$ cat src/rtl/sft_pkg.sv
// Shared types and constants for the shift/rotate arbiter slice.
// Shift type codes, the per-port request bundle, and a rotate helper.
package sft_pkg;

    localparam int DW = 32;
    localparam int AW = 5;

    localparam logic [2:0] SFT_LSL = 3'd0;
    localparam logic [2:0] SFT_LSR = 3'd1;
    localparam logic [2:0] SFT_ASR = 3'd2;
    localparam logic [2:0] SFT_ROR = 3'd3;
    localparam logic [2:0] SFT_RRX = 3'd4;

    typedef struct packed {
        logic [DW-1:0] data;
        logic [AW-1:0] amt;
        logic [2:0]    shift_type;
        logic          cin;
    } sft_req_t;

    // A zero amount yields x unchanged because (x << 32) vanishes in 32 bits.
    function automatic logic [DW-1:0] sft_rotr(input logic [DW-1:0] x, input logic [AW-1:0] n);
        return (x >> n) | (x << (6'd32 - {1'b0, n}));
    endfunction

endpackage

$ cat src/rtl/sft_core.sv
// Combinational 32-bit shift/rotate unit with carry-out.
// Zero amounts and unknown type codes pass the operand and carry-in through.
import sft_pkg::*;

module sft_core (
    input  sft_req_t      i_req,
    output logic [DW-1:0] o_data,
    output logic          o_cout
);

    logic [AW-1:0] w_lsl_idx;
    logic [AW-1:0] w_lsr_idx;
    logic [DW-1:0] w_ror;
    logic [DW-1:0] w_asr;

    // For n in 1..31, (32 - n) and (-n mod 32) are the same bit index.
    assign w_lsl_idx = ~i_req.amt + 5'd1;
    assign w_lsr_idx = i_req.amt - 5'd1;
    assign w_ror     = sft_rotr(i_req.data, i_req.amt);
    assign w_asr     = $unsigned($signed(i_req.data) >>> i_req.amt);

    always_comb begin
        o_data = i_req.data;
        o_cout = i_req.cin;
        if (i_req.shift_type == SFT_RRX) begin
            o_data = {i_req.cin, i_req.data[DW-1:1]};
            o_cout = i_req.data[0];
        end else if (i_req.amt != '0) begin
            case (i_req.shift_type)
                SFT_LSL: begin
                    o_data = i_req.data << i_req.amt;
                    o_cout = i_req.data[w_lsl_idx];
                end
                SFT_LSR: begin
                    o_data = i_req.data >> i_req.amt;
                    o_cout = i_req.data[w_lsr_idx];
                end
                SFT_ASR: begin
                    o_data = w_asr;
                    o_cout = i_req.data[w_lsr_idx];
                end
                SFT_ROR: begin
                    o_data = w_ror;
                    o_cout = w_ror[DW-1];
                end
                default: begin
                    o_data = i_req.data;
                    o_cout = i_req.cin;
                end
            endcase
        end
    end

endmodule

$ cat src/rtl/sft_arbiter.sv
// Two-port round-robin arbiter in front of a shared shift/rotate datapath, one result register.
// Optional grant/conflict counters are built when SFT_ARBITER_STATS_EN is defined.
import sft_pkg::*;

module sft_arbiter (
    input  logic          i_clk,
    input  logic          i_rst,
    input  logic [1:0]    i_req_valid,
    output logic [1:0]    o_req_ready,
    input  logic [DW-1:0] i_req_data0,
    input  logic [AW-1:0] i_req_amt0,
    input  logic [2:0]    i_req_type0,
    input  logic          i_req_cin0,
    input  logic [DW-1:0] i_req_data1,
    input  logic [AW-1:0] i_req_amt1,
    input  logic [2:0]    i_req_type1,
    input  logic          i_req_cin1,
    output logic          o_rsp_valid,
    input  logic          i_rsp_ready,
    output logic          o_rsp_id,
    output logic [DW-1:0] o_rsp_data,
    output logic          o_rsp_cout
`ifdef SFT_ARBITER_STATS_EN
    ,
    output logic [31:0]   o_stat_gnt0,
    output logic [31:0]   o_stat_gnt1,
    output logic [15:0]   o_stat_conflict
`endif
);

    logic          r_rsp_valid;
    logic          r_rsp_id;
    logic [DW-1:0] r_rsp_data;
    logic          r_rsp_cout;
    logic          r_ptr;

    logic          w_free;
    logic          w_both;
    logic [1:0]    w_gnt;
    logic          w_accept;
    logic          w_sel;
    sft_req_t      w_req0;
    sft_req_t      w_req1;
    sft_req_t      w_req_sel;
    logic [DW-1:0] w_core_data;
    logic          w_core_cout;

    assign w_free = !r_rsp_valid || i_rsp_ready;
    assign w_both = &i_req_valid;

    // Grants are masked during reset so nothing is accepted into a register being cleared.
    always_comb begin
        w_gnt = 2'b00;
        if (!i_rst && w_free) begin
            if (w_both) begin
                w_gnt = r_ptr ? 2'b10 : 2'b01;
            end else begin
                w_gnt = i_req_valid;
            end
        end
    end

    assign o_req_ready = w_gnt;
    assign w_accept    = |w_gnt;
    assign w_sel       = w_gnt[1];

    assign w_req0    = '{data: i_req_data0, amt: i_req_amt0, shift_type: i_req_type0, cin: i_req_cin0};
    assign w_req1    = '{data: i_req_data1, amt: i_req_amt1, shift_type: i_req_type1, cin: i_req_cin1};
    assign w_req_sel = w_sel ? w_req1 : w_req0;

    sft_core u_core (
        .i_req  (w_req_sel),
        .o_data (w_core_data),
        .o_cout (w_core_cout)
    );

    always_ff @(posedge i_clk or posedge i_rst) begin
        if (i_rst) begin
            r_rsp_valid <= 1'b0;
            r_rsp_id    <= 1'b0;
            r_rsp_data  <= '0;
            r_rsp_cout  <= 1'b0;
            r_ptr       <= 1'b0;
        end else if (w_accept) begin
            r_rsp_valid <= 1'b1;
            r_rsp_id    <= w_sel;
            r_rsp_data  <= w_core_data;
            r_rsp_cout  <= w_core_cout;
            r_ptr       <= ~w_sel;
        end else if (w_free) begin
            r_rsp_valid <= 1'b0;
        end
    end

    assign o_rsp_valid = r_rsp_valid;
    assign o_rsp_id    = r_rsp_id;
    assign o_rsp_data  = r_rsp_data;
    assign o_rsp_cout  = r_rsp_cout;

`ifdef SFT_ARBITER_STATS_EN
    logic [31:0] r_stat_gnt0;
    logic [31:0] r_stat_gnt1;
    logic [15:0] r_stat_conflict;

    always_ff @(posedge i_clk or posedge i_rst) begin
        if (i_rst) begin
            r_stat_gnt0     <= '0;
            r_stat_gnt1     <= '0;
            r_stat_conflict <= '0;
        end else begin
            if (w_gnt[0]) r_stat_gnt0 <= r_stat_gnt0 + 32'd1;
            if (w_gnt[1]) r_stat_gnt1 <= r_stat_gnt1 + 32'd1;
            if (w_both && w_free && (r_stat_conflict != 16'hFFFF)) begin
                r_stat_conflict <= r_stat_conflict + 16'd1;
            end
        end
    end

    assign o_stat_gnt0     = r_stat_gnt0;
    assign o_stat_gnt1     = r_stat_gnt1;
    assign o_stat_conflict = r_stat_conflict;
`endif

endmodule
$ cat config.mk
export PLATFORM = sky130hd
export DESIGN_NAME = sft_arbiter
export DESIGN_NICKNAME = d
export VERILOG_FILES = /design/src/rtl/sft_pkg.sv /design/src/rtl/sft_core.sv /design/src/rtl/sft_arbiter.sv
export SDC_FILE = /design/constraint.sdc
export NUM_CORES = 1
export LEC_CHECK = 0
export CAP_MARGIN = 0
export CORE_MARGIN = 2
export CORE_UTILIZATION = 40
export CTS_BUF_LIST = sky130_fd_sc_hd__clkbuf_16
export DETAILED_ROUTE_END_ITERATION = 10
export GPL_TIMING_DRIVEN = 1
export HOLD_SLACK_MARGIN = 0.02
export PLACE_DENSITY = 0.63
export SLEW_MARGIN = 10
export SYNTH_ARGS = -nofsm -noshare
export SYNTH_HDL_FRONTEND = slang
export SYNTH_SLANG_ARGS = --single-unit
$ cat constraint.sdc
create_clock -name i_clk -period 3.3 [get_ports i_clk]
set_input_delay 0.495 -clock i_clk [delete_from_list [all_inputs] [get_ports i_clk]]
set_output_delay 0.495 -clock i_clk [all_outputs]
set_load 0.01 [all_outputs]
==> results of run 1 <==
[power breakdown]
group	switching (mW)	leakage [nW]	internal, mW	total [mW]
Combinational	2.66	8.14	2.16	4.83
Clock	0.241	0.0648	0.273	0.514
Sequential	0.0978	0.418	0.554	0.652
[worst min-delay path: cells and delay by family (launching register included)]
kind	cells	cell delay [ns]
compound gates	1	0.06
flops	1	0.34
simple gates	1	0.04
[metrics by stage]
stage / utilization (%) / cell area (µm²)
floorplan: - / 12400
global placement: 59.7 / 18300
detailed placement: 59.7 / 18300
CTS: 60.7 / 18600
global route: 62.5 / 19100
finish: 62.5 / 19100
[cell type report]
type	count	area, µm²	share of cell area, %
Multi-Input combinational cell	1386	10900	57.2
Timing Repair Buffer	765	6560	34.3
Sequential cell	36	901	4.71
Tap cell	396	495	2.59
Clock buffer	5	125	0.654
Inverter	23	98.8	0.517
Clock inverter	2	7.51	0.0393
[worst paths after layout]
| check | startpoint | to | slack, ns | depth (start not counted) |
|---|---|---|---|---|
| setup / recovery | i_req_valid[1] | o_rsp_data[18] | -0.12 | 13 |
| hold / removal | o_rsp_data[15] | o_rsp_data[15] | 0.48 | 2 |
| setup reg to reg | r_ptr | o_rsp_data[18] | 0.09 | 12 |
| hold reg to reg | o_rsp_data[15] | o_rsp_data[15] | 0.48 | 2 |
| max in group asynchronous | i_rst | o_rsp_data[3] | 2.30 | 4 |
| min in group asynchronous | i_rst | o_rsp_valid | 0.54 | 4 |
[flip-flops by register name, indices dropped and copies added, names as in the netlist]
name and count:
r_ptr 1, o_rsp_cout 1, o_rsp_data 32, o_rsp_valid 1
o_rsp_id 1
[cells in the mapped netlist, types with 11 or more instances]
cell type,n,area [µm²]
a211oi_1,33,248
mux2i_1,292,2920
o21ai_0,73,365
nor4_1,15,93.8
o22ai_1,33,206
nand3_1,31,155
nand2b_1,14,87.6
buf_1,12,45.0
and3_1,18,113
mux2_2,113,1270
nor2_1,108,405
clkbuf_1,67,251
mux4_2,38,856
a221oi_1,13,114
dfrtp_1,36,901
inv_1,20,75.1
a21o_1,11,82.6
nand2_1,183,687
buf_4,14,105
nor3_1,36,180
a31oi_1,53,332
buf_2,79,395
a2111oi_0,11,96.3
o31ai_1,15,113
o211ai_1,31,233
a21oi_1,97,485
[logic make-up (layout without fill, tap and decap cells)]
kind of cell	after synthesis	after routing	share of synthesized area (%)
DFF	36	36	7.26
muxes	447	447	41.2
buffers and inverters	205	795	7.89
xor gates and xnor gates	5	5	0.413
adders and majority gates	1	1	0.101
and+or+nand+nor	453	453	16.7
AOI/OAI and AO/OA	480	480	26.5
[layer usage]
layer	part of all wire, %	up-vias	GRT usage (%)	wire length [µm]
met2	40	1760	75.3	35000
li1	-	7445	-	-
met4	10	10	39.0	9140
met3	14	514	17.3	12500
met1	35	8659	62.4	31100
met5	0.087	-	0	76
[what timing repair did]
action | CTS | global route
setup buffers | 2 | 23
setup endpoints to repair | 20 | 29
gates resized for setup | 40 | 69
pin swaps | 5 | 14
endpoints found under the hold margin | 0 | 0
gates cloned | 0 | 3
==> out/results.tsv, run 1 <==
stage	metric	value	unit
run_status	outcome	finished, violations left	
run_status	failing checks	negative setup slack	
clocking	Worst-path clk slew	0.06	ns
power	PD cells	313	nW/µm²
worst_setup_path	CP max FO	11	
timing	endpoints failing hold	0	
global_routing	global route overflow	0	
floorplan	die width	180	µm
place	pre-CTS setup slack	-0.703	ns
floorplan	Row Count	64	
timing	Least-Margin Pin Slew	0.852	ns
timing	period utilisation layout	104	%
worst_setup_path	Critical Path Source Type	primary input	
yosys	EDFF count, synth	0	
place	buffers added on ports	123	
timing	minimum hold slack	0.479	ns
clocking	Clock Path Buffers	2	
worst_setup_path	Crit path max-delay family	buffers and inverters	
routing	final WL	87.8	mm
floorplan	Ports	124	
floorplan	Starting Density	40.6	%
yosys	FF+latch count, synth	36	
routing	post-route ant nets	0	
floorplan	Die Ht	180	µm
global_routing	largest net degree at the start of global routing	37	
worst_setup_path	Worst Path Buf+Inv	5	
timing	Sum Neg Setup Slack	-0.263	ns
global_routing	antenna violations before repair	4	
yosys	post-synthesis cell count	1627	
clocking	CTS Hold Bufs	0	
finish	Ant. Diodes	0	
timing	min Tclk post-route	3.42	ns
floorplan	DIE AREA	32400	µm²
finish	commonest non-fill, non-tap cells in the layout	buf_4, mux2i_1, nand2_1, clkdlybuf4s50_1, mux2_2	
global_routing	number of global-route vias before repair	17200	
worst_setup_path	critical path arrival	3.64	ns
yosys	Mapped Area	12400	µm²
clocking	H-tree depth	2	
yosys	top_reg_cell synth	dfrtp_1	
yosys	number of library cell types mapped by synthesis	93	
finish	nets	2305	
finish	fraction of layout cells with a size suffix above 1	40.6	%
timing	Clock Skew	0.0130	ns
worst_setup_path	Crit-path slowest cell	clkdlybuf4s50_1	
worst_setup_path	crit path cell chain	clkdlybuf4s50_1, and2b_2, nand3_4, buf_4, inv_6, buf_12, mux2i_2, mux2i_2, mux2_2, o22ai_1, a221oi_2, buf_4, nor3_1	
clocking	CTS tree	yes	
routing	WL per Instance	33.6	µm
power	Pleak	8.62	nW
routing	drc violations	0	
yosys	net count after synthesis	1715	
worst_setup_path	slowest stage delay, CP	0.49	ns
worst_hold_path	HP Class	flip-flop to flip-flop	
floorplan	CORE AREA	30600	µm²
worst_setup_path	CP Capture Type	flip-flop	
routing	DR vias/cell	7.04	
routing	Iteration-0 DRC Markers	3304	
routing	via count	18400	
clocking	clock buffer count from CTS	5	
global_routing	Total Routing Usage GR	51.5	%
timing	# setup viols final	8	
yosys	synth warn	0	
yosys	Synth Area per Inst	7.63	µm²
timing	relative slew slack	43.2	%
clocking	Num Clock Sinks	36	
finish	Layout Area Growth over Synthesis	54.1	%
timing	max-slew violations	0	
finish	# fillers	2795	
yosys	sequential area share after synthesis	7.26	%
clocking	Clk Latency, worst-skew pair	0.31	ns
clocking	root cell of the clock tree	clkbuf_16	
run	max-cap violation count	0	
power	Power, Total	5.99	mW
timing	Max Clk Rate	0.292	GHz
place	routability congestion estimate	1.19	
power	Worst VDD drop	0.273	mV
finish	most common cell after layout, fill and taps aside	buf_4	
routing	DR pass1 iterations	6	
worst_setup_path	Data required, critical path	3.52	ns
place	dpl cells	2578	
yosys	Post-synth ARST share	100	%
worst_setup_path	WS Path Type	primary input to flip-flop	
place	Detail Placement HPWL	71.1	mm
global_routing	first-pass GRT wire length	122	mm
timing	final worst slack	-0.121	ns
finish	Non-Filler Instances	2613	
Note: power is estimated with default switching activity, not from simulation.
==> run 2, diff against run 1 <==
--- a/config.mk
+++ b/config.mk
@@ -13,6 +13,7 @@
 export GPL_TIMING_DRIVEN = 1
 export HOLD_SLACK_MARGIN = 0.02
 export PLACE_DENSITY = 0.63
+export SKIP_CTS_REPAIR_TIMING = 1
 export SLEW_MARGIN = 10
 export SYNTH_ARGS = -nofsm -noshare
 export SYNTH_HDL_FRONTEND = slang
==> constraint.sdc (replaced) <==
create_clock -name i_clk -period 3.3 [get_ports i_clk]
set_input_delay 0.495 -clock i_clk [delete_from_list [all_inputs] [get_ports i_clk]]
set_output_delay 0.495 -clock i_clk [all_outputs]
set_load 0.1 [all_outputs]
==> run 2 against run 1 <==
  * The flow still finishes with violations (negative setup slack)
  * Setup slack better by 0.073 ns
  * Routed wire length is 0.80% higher
  * Maximum frequency is 2.2% higher
  * Flip-flop and latch count unchanged
  * Non-clock buffer count decreased by 2
  * Core utilization up 0.48 points
  * Die area did not move
  * Final cell count rose by 0.15%
  * Critical path depth unchanged
  * Worst hold slack better by 0.025 ns
  * Sequential share of layout area about the same
  * Critical endpoint is now o_rsp_data[25]
==> out/results.tsv, run 2 (synthesis results as in run 1) <==
stage	metric	value	unit	change
run_status	outcome	finished, violations left		
run_status	failing checks	negative setup slack		
place	Detail Placement HPWL	71.2	mm	+0.19%
floorplan	Ports	124		unchanged
floorplan	die width	180	µm	unchanged
global_routing	M1 GR Usage	63.1	%	+0.69 points
timing	endpoints failing hold	0		unchanged
routing	final WL	88.5	mm	+0.80%
worst_setup_path	slowest stage delay, CP	0.85	ns	+0.36 ns
finish	nets	2303		-0.087%
clocking	Clk Latency, worst-skew pair	0.31	ns	about the same
finish	# fillers	2784		-0.39%
timing	Sum Neg Setup Slack	-0.0478	ns	+0.215 ns
routing	post-route ant nets	0		unchanged
power	Power, Total	6.94	mW	+16%
worst_hold_path	hold depth	2		unchanged
power	Worst VDD drop	0.333	mV	+22%
clocking	CTS tree	yes		
global_routing	antenna violations before repair	10		+6
routing	via count	18500		+0.49%
floorplan	Die Ht	180	µm	unchanged
place	routability congestion estimate	1.18		-0.55%
worst_setup_path	most frequent CP cell	buf_4		
timing	min Tclk post-route	3.35	ns	-0.0735 ns
worst_setup_path	CP max FO	8		-3
floorplan	Row Count	64		unchanged
finish	Layout Area Growth over Synthesis	55.3	%	
worst_setup_path	WS Path Type	primary input to flip-flop		
global_routing	largest net degree at the start of global routing	37		unchanged
timing	period utilisation layout	101	%	-2.2 points
finish	Non-Filler Instances	2617		+0.15%
worst_setup_path	cells on worst reg2reg path	13		+1
power	PD cells	360	nW/µm²	+15%
finish	Final Util	63.0	%	+0.48 points
global_routing	met2 Track Usage GR	74.6	%	-0.69 points
finish	most common cell after layout, fill and taps aside	buf_4		
worst_hold_path	HP Class	flip-flop to flip-flop		
timing	Clock Skew	0.00599	ns	-0.00703 ns
global_routing	Total Routing Usage GR	51.9	%	+0.37 points
timing	Max Clk Rate	0.299	GHz	+2.2%
finish	fraction of layout cells with a size suffix above 1	42.8	%	+2.2 points
worst_setup_path	Crit-path slowest cell	mux2i_1		
place	buffers added on ports	123		unchanged
routing	Iteration-0 DRC Markers	3511		+6.3%
global_routing	first-pass GRT wire length	123	mm	+0.64%
run	max-cap violation count	0		unchanged
timing	Least-Margin Pin Slew	0.998	ns	+0.147 ns
worst_setup_path	setup slack, reg-to-reg	0.09	ns	about the same
routing	DR vias/cell	7.06		+0.34%
finish	commonest non-fill, non-tap cells in the layout	buf_4, mux2i_1, nand2_1, mux2_2, nor2_1		
timing	minimum hold slack	0.504	ns	+0.0248 ns
global_routing	number of global-route vias before repair	17200		+0.047%
routing	drc violations	0		unchanged
power	Pleak	8.70	nW	+0.92%
timing	# setup viols final	1		-7
routing	DR pass1 iterations	7		+1
finish	design area	19300	µm²	+0.77%
global_routing	global routing's busiest layer	met2		
clocking	H-tree depth	2		unchanged
place	pre-CTS setup slack	-0.664	ns	+0.0387 ns
floorplan	Starting Density	40.6	%	unchanged
place	dpl cells	2583		+0.19%
timing	max-slew violations	0		unchanged
finish	max reg flops	32		unchanged
clocking	root cell of the clock tree	clkbuf_16		
worst_setup_path	crit path cell chain	clkdlybuf4s50_1, nand2b_4, nand3_4, inv_8, buf_12, buf_4, mux2i_1, buf_4, nand2_1, o21ai_0, nor2b_1, a2111oi_1, a31oi_1		
clocking	Worst-path clk slew	0.07	ns	about the same
floorplan	DIE AREA	32400	µm²	unchanged
clocking	Clock Path Buffers	2		unchanged
worst_setup_path	Data required, critical path	3.52	ns	about the same
clocking	clock buffer count from CTS	5		unchanged
timing	final worst slack	-0.0478	ns	+0.0735 ns
routing	WL per Instance	33.8	µm	+0.64%
floorplan	CORE AREA	30600	µm²	unchanged
timing	relative slew slack	31.6	%	-12 points
place	placed cell area	18200	µm²	-0.16%
worst_setup_path	CP Capture Type	flip-flop		
worst_setup_path	Critical Path Source Type	primary input		
worst_setup_path	critical path arrival	3.57	ns	-0.07 ns
global_routing	met3 usage	19.2	%	+1.9 points
clocking	Num Clock Sinks	36		unchanged
global_routing	global route overflow	0		unchanged
==> run 2: cell count changes in the layout (fill, tap and decap cells not counted), sizes merged, moves of 2 or more <==
cell,before,now
clkbuf,8,6
clkdlybuf4s50,116,84
diode,0,5
buf,643,674
==> run 2: routing by layer <==
layer	vias up	wire [µm]
li1	7472	-
met1	8627	31000
met3	524	13700
met4	4	9160
met2	1852	34600
met5	-	30
==> run 2: layout make-up <==
| class | instances | area [µm²] | share of cell area, % |
|---|---|---|---|
| repair buffers | 763 | 6460 | 33.5 |
| well taps | 396 | 495 | 2.57 |
| clock buffers | 5 | 125 | 0.649 |
| diodes | 5 | 12.5 | 0.0649 |
| clock inverters | 3 | 42.5 | 0.221 |
| multi-input cells | 1386 | 11100 | 57.8 |
| flip-flops and latches | 36 | 905 | 4.70 |
| inverters | 23 | 93.8 | 0.487 |
==> run 2: worst paths after layout <==
path                                   to        start
setup / recovery           o_rsp_data[25]  i_rsp_ready
max in group asynchronous     o_rsp_valid        i_rst
min in group asynchronous        o_rsp_id        i_rst
hold reg to reg                  o_rsp_id     o_rsp_id
setup reg to reg           o_rsp_data[25]        r_ptr
hold / removal                   o_rsp_id     o_rsp_id
==> run 2: critical path: cells and delay by family <==
family | cells | cell delay [ns]
AO/OA/AOI/OAI | 3 | 0.36
AND/OR/NAND/NOR | 4 | 0.62
multiplexers | 1 | 0.85
buffers and inverters | 5 | 1.24
==> run 2: where the power goes <==
group          leakage (nW)  switching, mW  total [mW]  internal (mW)
clock network        0.0798          0.251       0.608          0.357
registers             0.417          0.114       0.669          0.555
logic                  8.21           3.50        5.66           2.16
